**src/rtl/enc_bin2onehot_stream.sv**
```systemverilog
// Streaming binary-to-one-hot encoder with a registered output stage and skid slot.
// Optional saturating out-of-range counter on err_cnt, enabled by ENC_B2OH_ERRCNT_EN.
module enc_bin2onehot_stream #(
  parameter int unsigned IN_W  = 4,
  parameter int unsigned OUT_N = 15
) (
  input  logic              clk,
  input  logic              rst,
  input  logic              in_valid,
  output logic              in_ready,
  input  logic [IN_W-1:0]   in,
  output logic              out_valid,
  input  logic              out_ready,
  output logic [OUT_N-1:0]  out,
  output logic              out_err
`ifdef ENC_B2OH_ERRCNT_EN
  ,
  output logic [7:0]        err_cnt
`endif
);

  localparam int unsigned CNT_W   = 8;
  localparam int unsigned CODE_SP = 1 << IN_W;

  // Reject illegal parameterisations at elaboration
  if (IN_W < 1 || IN_W > 8) begin : g_bad_in_w
    $error("enc_bin2onehot_stream: IN_W must be in 1..8");
  end
  if (OUT_N < 1 || OUT_N > CODE_SP) begin : g_bad_out_n
    $error("enc_bin2onehot_stream: OUT_N must be in 1..2**IN_W");
  end

  logic              fire_c;
  logic [OUT_N-1:0]  in_word_c;
  logic              in_err_c;

  logic              skid_valid;
  logic [OUT_N-1:0]  skid_word;
  logic              skid_err;

  logic              main_valid_d;
  logic              skid_valid_d;
  logic              main_load_c;
  logic              main_from_skid_c;
  logic              skid_load_c;

  assign fire_c = in_valid & in_ready;

  // Encode the incoming code; out-of-range codes produce an all-zero word
  always_comb begin
    in_word_c = '0;
    for (int k = 0; k < int'(OUT_N); k++) begin
      in_word_c[k] = (in == IN_W'(k));
    end
  end

  assign in_err_c = (32'(in) >= 32'(OUT_N));

  // Next-state for the two-entry store; MAIN drains whenever it is empty or accepted
  always_comb begin
    main_valid_d     = out_valid;
    skid_valid_d     = skid_valid;
    main_load_c      = 1'b0;
    main_from_skid_c = 1'b0;
    skid_load_c      = 1'b0;
    if (!out_valid || out_ready) begin
      if (skid_valid) begin
        main_from_skid_c = 1'b1;
        main_valid_d     = 1'b1;
        skid_valid_d     = 1'b0;
      end else if (fire_c) begin
        main_load_c  = 1'b1;
        main_valid_d = 1'b1;
      end else begin
        main_valid_d = 1'b0;
      end
    end else if (fire_c) begin
      skid_load_c  = 1'b1;
      skid_valid_d = 1'b1;
    end
  end

  // Control state; in_ready tracks the registered skid occupancy
  always_ff @(posedge clk or negedge rst) begin
    if (!rst) begin
      out_valid  <= 1'b0;
      skid_valid <= 1'b0;
      in_ready   <= 1'b0;
    end else begin
      out_valid  <= main_valid_d;
      skid_valid <= skid_valid_d;
      in_ready   <= ~skid_valid_d;
    end
  end

  // Output data only changes on a load, so it holds while idle or stalled
  always_ff @(posedge clk or negedge rst) begin
    if (!rst) begin
      out     <= '0;
      out_err <= 1'b0;
    end else if (main_from_skid_c) begin
      out     <= skid_word;
      out_err <= skid_err;
    end else if (main_load_c) begin
      out     <= in_word_c;
      out_err <= in_err_c;
    end
  end

  always_ff @(posedge clk or negedge rst) begin
    if (!rst) begin
      skid_word <= '0;
      skid_err  <= 1'b0;
    end else if (skid_load_c) begin
      skid_word <= in_word_c;
      skid_err  <= in_err_c;
    end
  end

`ifdef ENC_B2OH_ERRCNT_EN
  localparam logic [CNT_W-1:0] CNT_MAX = '1;

  // Saturating count of accepted out-of-range codes
  always_ff @(posedge clk or negedge rst) begin
    if (!rst) begin
      err_cnt <= '0;
    end else if (fire_c && in_err_c && (err_cnt != CNT_MAX)) begin
      err_cnt <= err_cnt + CNT_W'(1);
    end
  end
`endif

endmodule

```
**config.mk**
```make
export PLATFORM = sky130hd
export DESIGN_NAME = enc_bin2onehot_stream
export DESIGN_NICKNAME = d
export VERILOG_FILES = /design/src/rtl/enc_bin2onehot_stream.sv
export SDC_FILE = /design/constraint.sdc
export NUM_CORES = 1
export LEC_CHECK = 0
export ABC_CLOCK_PERIOD_IN_PS = 1700
export CAP_MARGIN = 0
export CORE_AREA = 10 10 59 80
export DETAILED_ROUTE_END_ITERATION = 8
export DIE_AREA = 0 0 69 90
export GPL_TIMING_DRIVEN = 0
export MAX_ROUTING_LAYER = met4
export PLACE_DENSITY = 0.87
export RECOVER_POWER = 100
export REMOVE_ABC_BUFFERS = 1
export SLEW_MARGIN = 10
export SYNTH_ARGS = -nofsm -noshare
export SYNTH_HDL_FRONTEND = slang
export SYNTH_SLANG_ARGS = --single-unit
```
**constraint.sdc**
```tcl
create_clock -name clk -period 1.7 [get_ports clk]
set_clock_uncertainty 0.15 [all_clocks]
set_input_delay 0.255 -clock clk [delete_from_list [all_inputs] [get_ports clk]]
set_output_delay 0.255 -clock clk [all_outputs]
set_load 0.1 [all_outputs]
```
-- After elaboration in Yosys (flattened, before gate mapping)
Index checks and enable logic that the tools add are counted.
- memories kept: 0
- memory bits (writable): 0
- memory bits (read-only): 0
- word-level logic and storage cells: 41
- bits of input ports: 8
- bits in registers: 35
- latch bits: 0
- equal/unequal tests: 14
- add/sub/neg operators: 0
- $lt $le $gt $ge: 1
- $mul: 0
- div/mod/pow operators: 0
- shift-type cells: 0
- bitwise gates (word level): 2
- reduce and logical (&&, ||, !) cells: 4
- multiplexer cells: 13
- operator list (cell ; count):
    15-bit two-way mux ; 2
    4-bit == test, second input constant ; 7
    4-bit by 3-bit == test with 1-bit output, second input constant ; 4
    1-bit two-way mux ; 11
    4-bit by 2-bit == test with 1-bit output, second input constant ; 2
    4-bit by 1-bit == test with 1-bit output, second input constant ; 1
    4-bit greater-or-equal comparator, second input constant ; 1
    4-bit logical NOT ; 1
    2-bit nonzero test ; 1
    1-bit bitwise AND ; 1
    1-bit logical NOT ; 1
    1-bit logical OR ; 1
    1-bit inverter ; 1

-- Longest topological paths before layout
- depth after elaboration: 6
- mapped depth: 6
- depth with buffers taken out: 3

-- Least setup slack after synthesis
OpenSTA, ideal clock, no wires.
- kind: register to register
- start point: register in_ready
- end point: register skid_word[4]
- path slack: -315 ps
- cell stages (with the launch flop): 4
- arrival: 1755 ps
- library setup time: 110 ps
- cells stage by stage: dfrtp_1 nand4b_1 buf_2 o41ai_1
- word-level cells in the longest chain between the ends: 3
- ends and longest elaborated chain (item ; RTL line ; text):
    start, declared ; 10 ; output logic in_ready,
    start signal, assigned ; 92 ; in_ready <= ~skid_valid_d;
    1-bit bitwise AND ; 47 ; assign fire_c = in_valid & in_ready;
    1-bit two-way mux ; 77 ; end else if (fire_c) begin
    1-bit two-way mux ; 66 ; if (!out_valid || out_ready) begin
    end signal, assigned ; 115 ; skid_word <= in_word_c;
    end, declared ; 38 ; logic [OUT_N-1:0] skid_word;
Every way passes these cells.
A chain may end at the register's enable or synchronous reset.

-- Worst setup path in the final report
- start point: register out_valid
- end point: output out_valid
- RTL lines (item ; RTL line ; text):
    start, declared ; 12 ; output logic out_valid,
    start signal, assigned ; 90 ; out_valid <= main_valid_d;
No word-level cell between the ends.

==> impl_results.rst <==
.. list-table::
   :header-rows: 1

   * - Metric
     - Value
   * - Run status
     - finished clean
   * - Fillers
     - approximately 280
   * - TritonCTS Buffers
     - 5
   * - Syn avg cell area
     - 10.3 um^2
   * - Detailed-routing iteration count for the pre-antenna-repair pass
     - 4
   * - Standard-cell row count
     - 25
   * - Leading register cell type out of synthesis
     - dfrtp_1
   * - Number of vias per cell
     - about 6.1
   * - Maximum buffer depth of the clock tree
     - 2
   * - Net count of the finished layout
     - 194
   * - Port bufs
     - 25
   * - Final standard cell count with taps included and fillers excluded
     - approximately 230
   * - Register clock-pin slew on the reported worst setup and hold paths
     - approximately 0.07 ns
   * - Wire length of the first global-routing pass
     - 7350 um
   * - Remaining routing DRC violations
     - 0
   * - Max Freq
     - just over 600 MHz
   * - Area after DPL
     - 1870 um^2
   * - Clock tree root driver cell
     - clkbuf_8
   * - Relative max-transition margin
     - 42.9%
   * - Final number of setup-violating endpoints
     - 0
   * - Critical path arrival
     - 1.24 ns
   * - Wire length after detailed routing
     - roughly 4300 um
   * - Initial core utilization
     - 51.0%
   * - Half-perimeter wire length after detailed placement
     - 2690 um
   * - IR drop worst, VDD
     - 1.06 mV
   * - Average wire per standard cell
     - about 19 um
   * - Actual slew at the worst max-slew pin
     - ~0.86 ns
   * - Leading cell types in the layout, fill and taps excluded
     - nand2_1, dfrtp_1, a21oi_1, clkdlybuf4s15_2, a31oi_1
   * - Max stage delay cell, worst path
     - clkbuf_2
   * - Number of antenna diodes
     - 0
   * - RD Place Congestion
     - 0.829
   * - Peak fanout along the critical path
     - 4
   * - Sum of overflow across all layers after global routing
     - 0
   * - Type of origin of the critical path
     - register
   * - Required time reported for the critical path endpoint
     - 1.29 ns
   * - Antenna violations before repair
     - 0
   * - Final critical path time including I/O delays and setup
     - 1.65 ns
   * - Fraction of layout instances using a drive strength above 1
     - between 20% and 30%
   * - H-tree lvl count
     - 2
   * - Detailed-route via count
     - 1375
   * - Later-pin clock latency in the skew report
     - between 0.2 and 0.3 ns
   * - Total buffers and inverters traversed by the critical path
     - 1
   * - Crit Path Category
     - reg -> out
   * - Number of warnings printed during yosys synthesis
     - 0
   * - Cell Count Post-Placement
     - 213
   * - Gate Count Post-Synth
     - roughly 160
   * - Area inside the core boundary
     - 3320 um^2
   * - Setup slack after layout
     - 0.0519 ns
   * - Count of flip-flops with a built-in enable after synthesis
     - 0
   * - Slew Limit Fails
     - 0
   * - Number of global-route vias before repair
     - 1466
   * - Die Span Y
     - 90 um
   * - Area used by multi-input combinational logic
     - 709 um^2
   * - Sequential fraction of the synthesis area
     - 51.8%
   * - Layout overhead on the synthesized area
     - 21.3%
   * - Sequential cell area
     - ~880 um^2
   * - Pre-CTS setup slack
     - -1.06 ns
   * - Leakage
     - 0.825 nW
   * - Clock tree from TritonCTS
     - yes
   * - Number of primary I/O pins
     - 26
   * - Number of maximum-capacitance violations
     - 0
   * - Share of the core filled with cells in the final layout
     - between 60% and 70%
   * - Number of nets with antenna violations after routing
     - 0
   * - Width of the chip
     - 69 um
   * - Fraction of synthesis flops using an asynchronous set or reset pin
     - 100%
   * - Crit path capture type
     - primary output
   * - Cell chain of the critical path
     - clkbuf_2
   * - Power density of the placed cells
     - 1530 nW/um^2
   * - Synth cell types
     - 23
   * - RSZ-0062 raised after global routing
     - no
   * - Final worst path period share
     - 96.9%
   * - Area of the die
     - 6210 um^2
   * - Cell class contributing the biggest share of worst-path delay
     - buffers and inverters
   * - Delay of the slowest cell on the worst path
     - 0.50 ns
   * - Number of DRC markers in iteration 0
     - 100
   * - Clock tree sinks
     - 35
   * - Global-route total usage across every layer
     - approximately 14%
   * - Post-Layout Inst Area
     - 2050 um^2
   * - Final sum of negative setup slack
     - 0 ns
   * - FF+latch count, synth
     - 35
   * - Type of the most critical hold path
     - reg -> reg
   * - Final-report hold violation count
     - 0
   * - Largest net degree at the start of global routing
     - 36
   * - Area of the mapped netlist
     - 1690 um^2
-- worst paths after layout --
path | start | to | slack (ns) | cells after the start
max in group asynchronous | rst | skid_valid$_DFF_PN0_ | 0.32 | 2
worst min-delay path | skid_word[3]$_DFFE_PN0P_ | skid_word[3]$_DFFE_PN0P_ | 0.33 | 2
worst max register to register | skid_valid$_DFF_PN0_ | out[4]$_DFFE_PN0P_ | 0.06 | 3
worst min register to register | skid_word[3]$_DFFE_PN0P_ | skid_word[3]$_DFFE_PN0P_ | 0.33 | 2
min in group asynchronous | rst | out_valid$_DFFE_PN0P_ | 0.46 | 2
worst max-delay path | out_valid$_DFFE_PN0P_ | out_valid | 0.05 | 1
-- cells in the mapped netlist (2+ instances only) --
cell type / n / area, um^2
dfrtp_1: 35 / 876
nand2_1: 34 / 128
a21oi_1: 17 / 85.1
a31oi_1: 11 / 68.8
o31ai_1: 9 / 67.6
or3_1: 9 / 56.3
buf_6: 7 / 78.8
o41ai_1: 6 / 52.6
or4_1: 6 / 45.0
a31oi_2: 5 / 62.6
buf_2: 5 / 25.0
nand2b_4: 4 / 55.1
clkbuf_1: 3 / 11.3
nand2_2: 2 / 12.5
nand2b_1: 2 / 12.5
nor2_1: 2 / 7.51
-- cell families after synthesis --
group / Yosys count / synth area share (%)
flip-flops: 35 / 51.8
AND/OR/NAND/NOR: 62 / 20.2
AO/OA/AOI/OAI: 50 / 20.7
buffers and inverters: 17 / 7.33
-- report_power, final --
part	internal (mW)	switching, mW	leakage (nW)
clock network	0.474	0.301	0.0612
registers	0.968	0.0943	0.445
logic	0.268	1.04	0.319
-- cell type report --
type                            instances  area share [%]
Timing Repair Buffer                   30            14.2
Inverter                                1           0.183
Sequential cell                        35            42.9
Clock buffer                            6            4.03
Clock inverter                          2            1.71
Multi-Input combinational cell        113            34.6
Tap cell                               40            2.44
-- what timing repair did --
action | in CTS | in global routing
gates cloned | 1 | 0
hold buffers | 1 | 0
endpoints found under the hold margin | 35 | 0
pin swaps | 2 | 0
setup buffers | 3 | 1
endpoints found under the setup margin | 52 | 4
resized for setup | 67 | 0
-- flip-flops by register name, indices dropped and copies added, names as in the netlist --
| name | count |
|---|---|
| skid_valid | 1 |
| skid_err | 1 |
| in_ready | 1 |
| out_valid | 1 |
| skid_word | 15 |
| out_err | 1 |
| out | 15 |
-- per-stage QoR --
step	total power [mW]	hold WS (ns)
3_3_place_gp	2.36	0.304
3_5_place_dp	2.40	0.217
4_1_cts	3.15	0.333
5_1_grt	3.26	0.344
6_report	3.15	0.332
2_1_floorplan	2.04	-0.191
-- layer usage --
layer / global-route usage [%] / routed length [um] / up-vias / share of wire, %
met4: 7.58 / 82 / 0 / 1.9
met3: 3.41 / 265 / 8 / 6.2
li1: - / - / 644 / -
met1: 15.3 / 1640 / 670 / 38
met5: - / 0 / - / 0
met2: 23.9 / 2320 / 53 / 54
No activity file was read; power rests on OpenSTA's default activity.
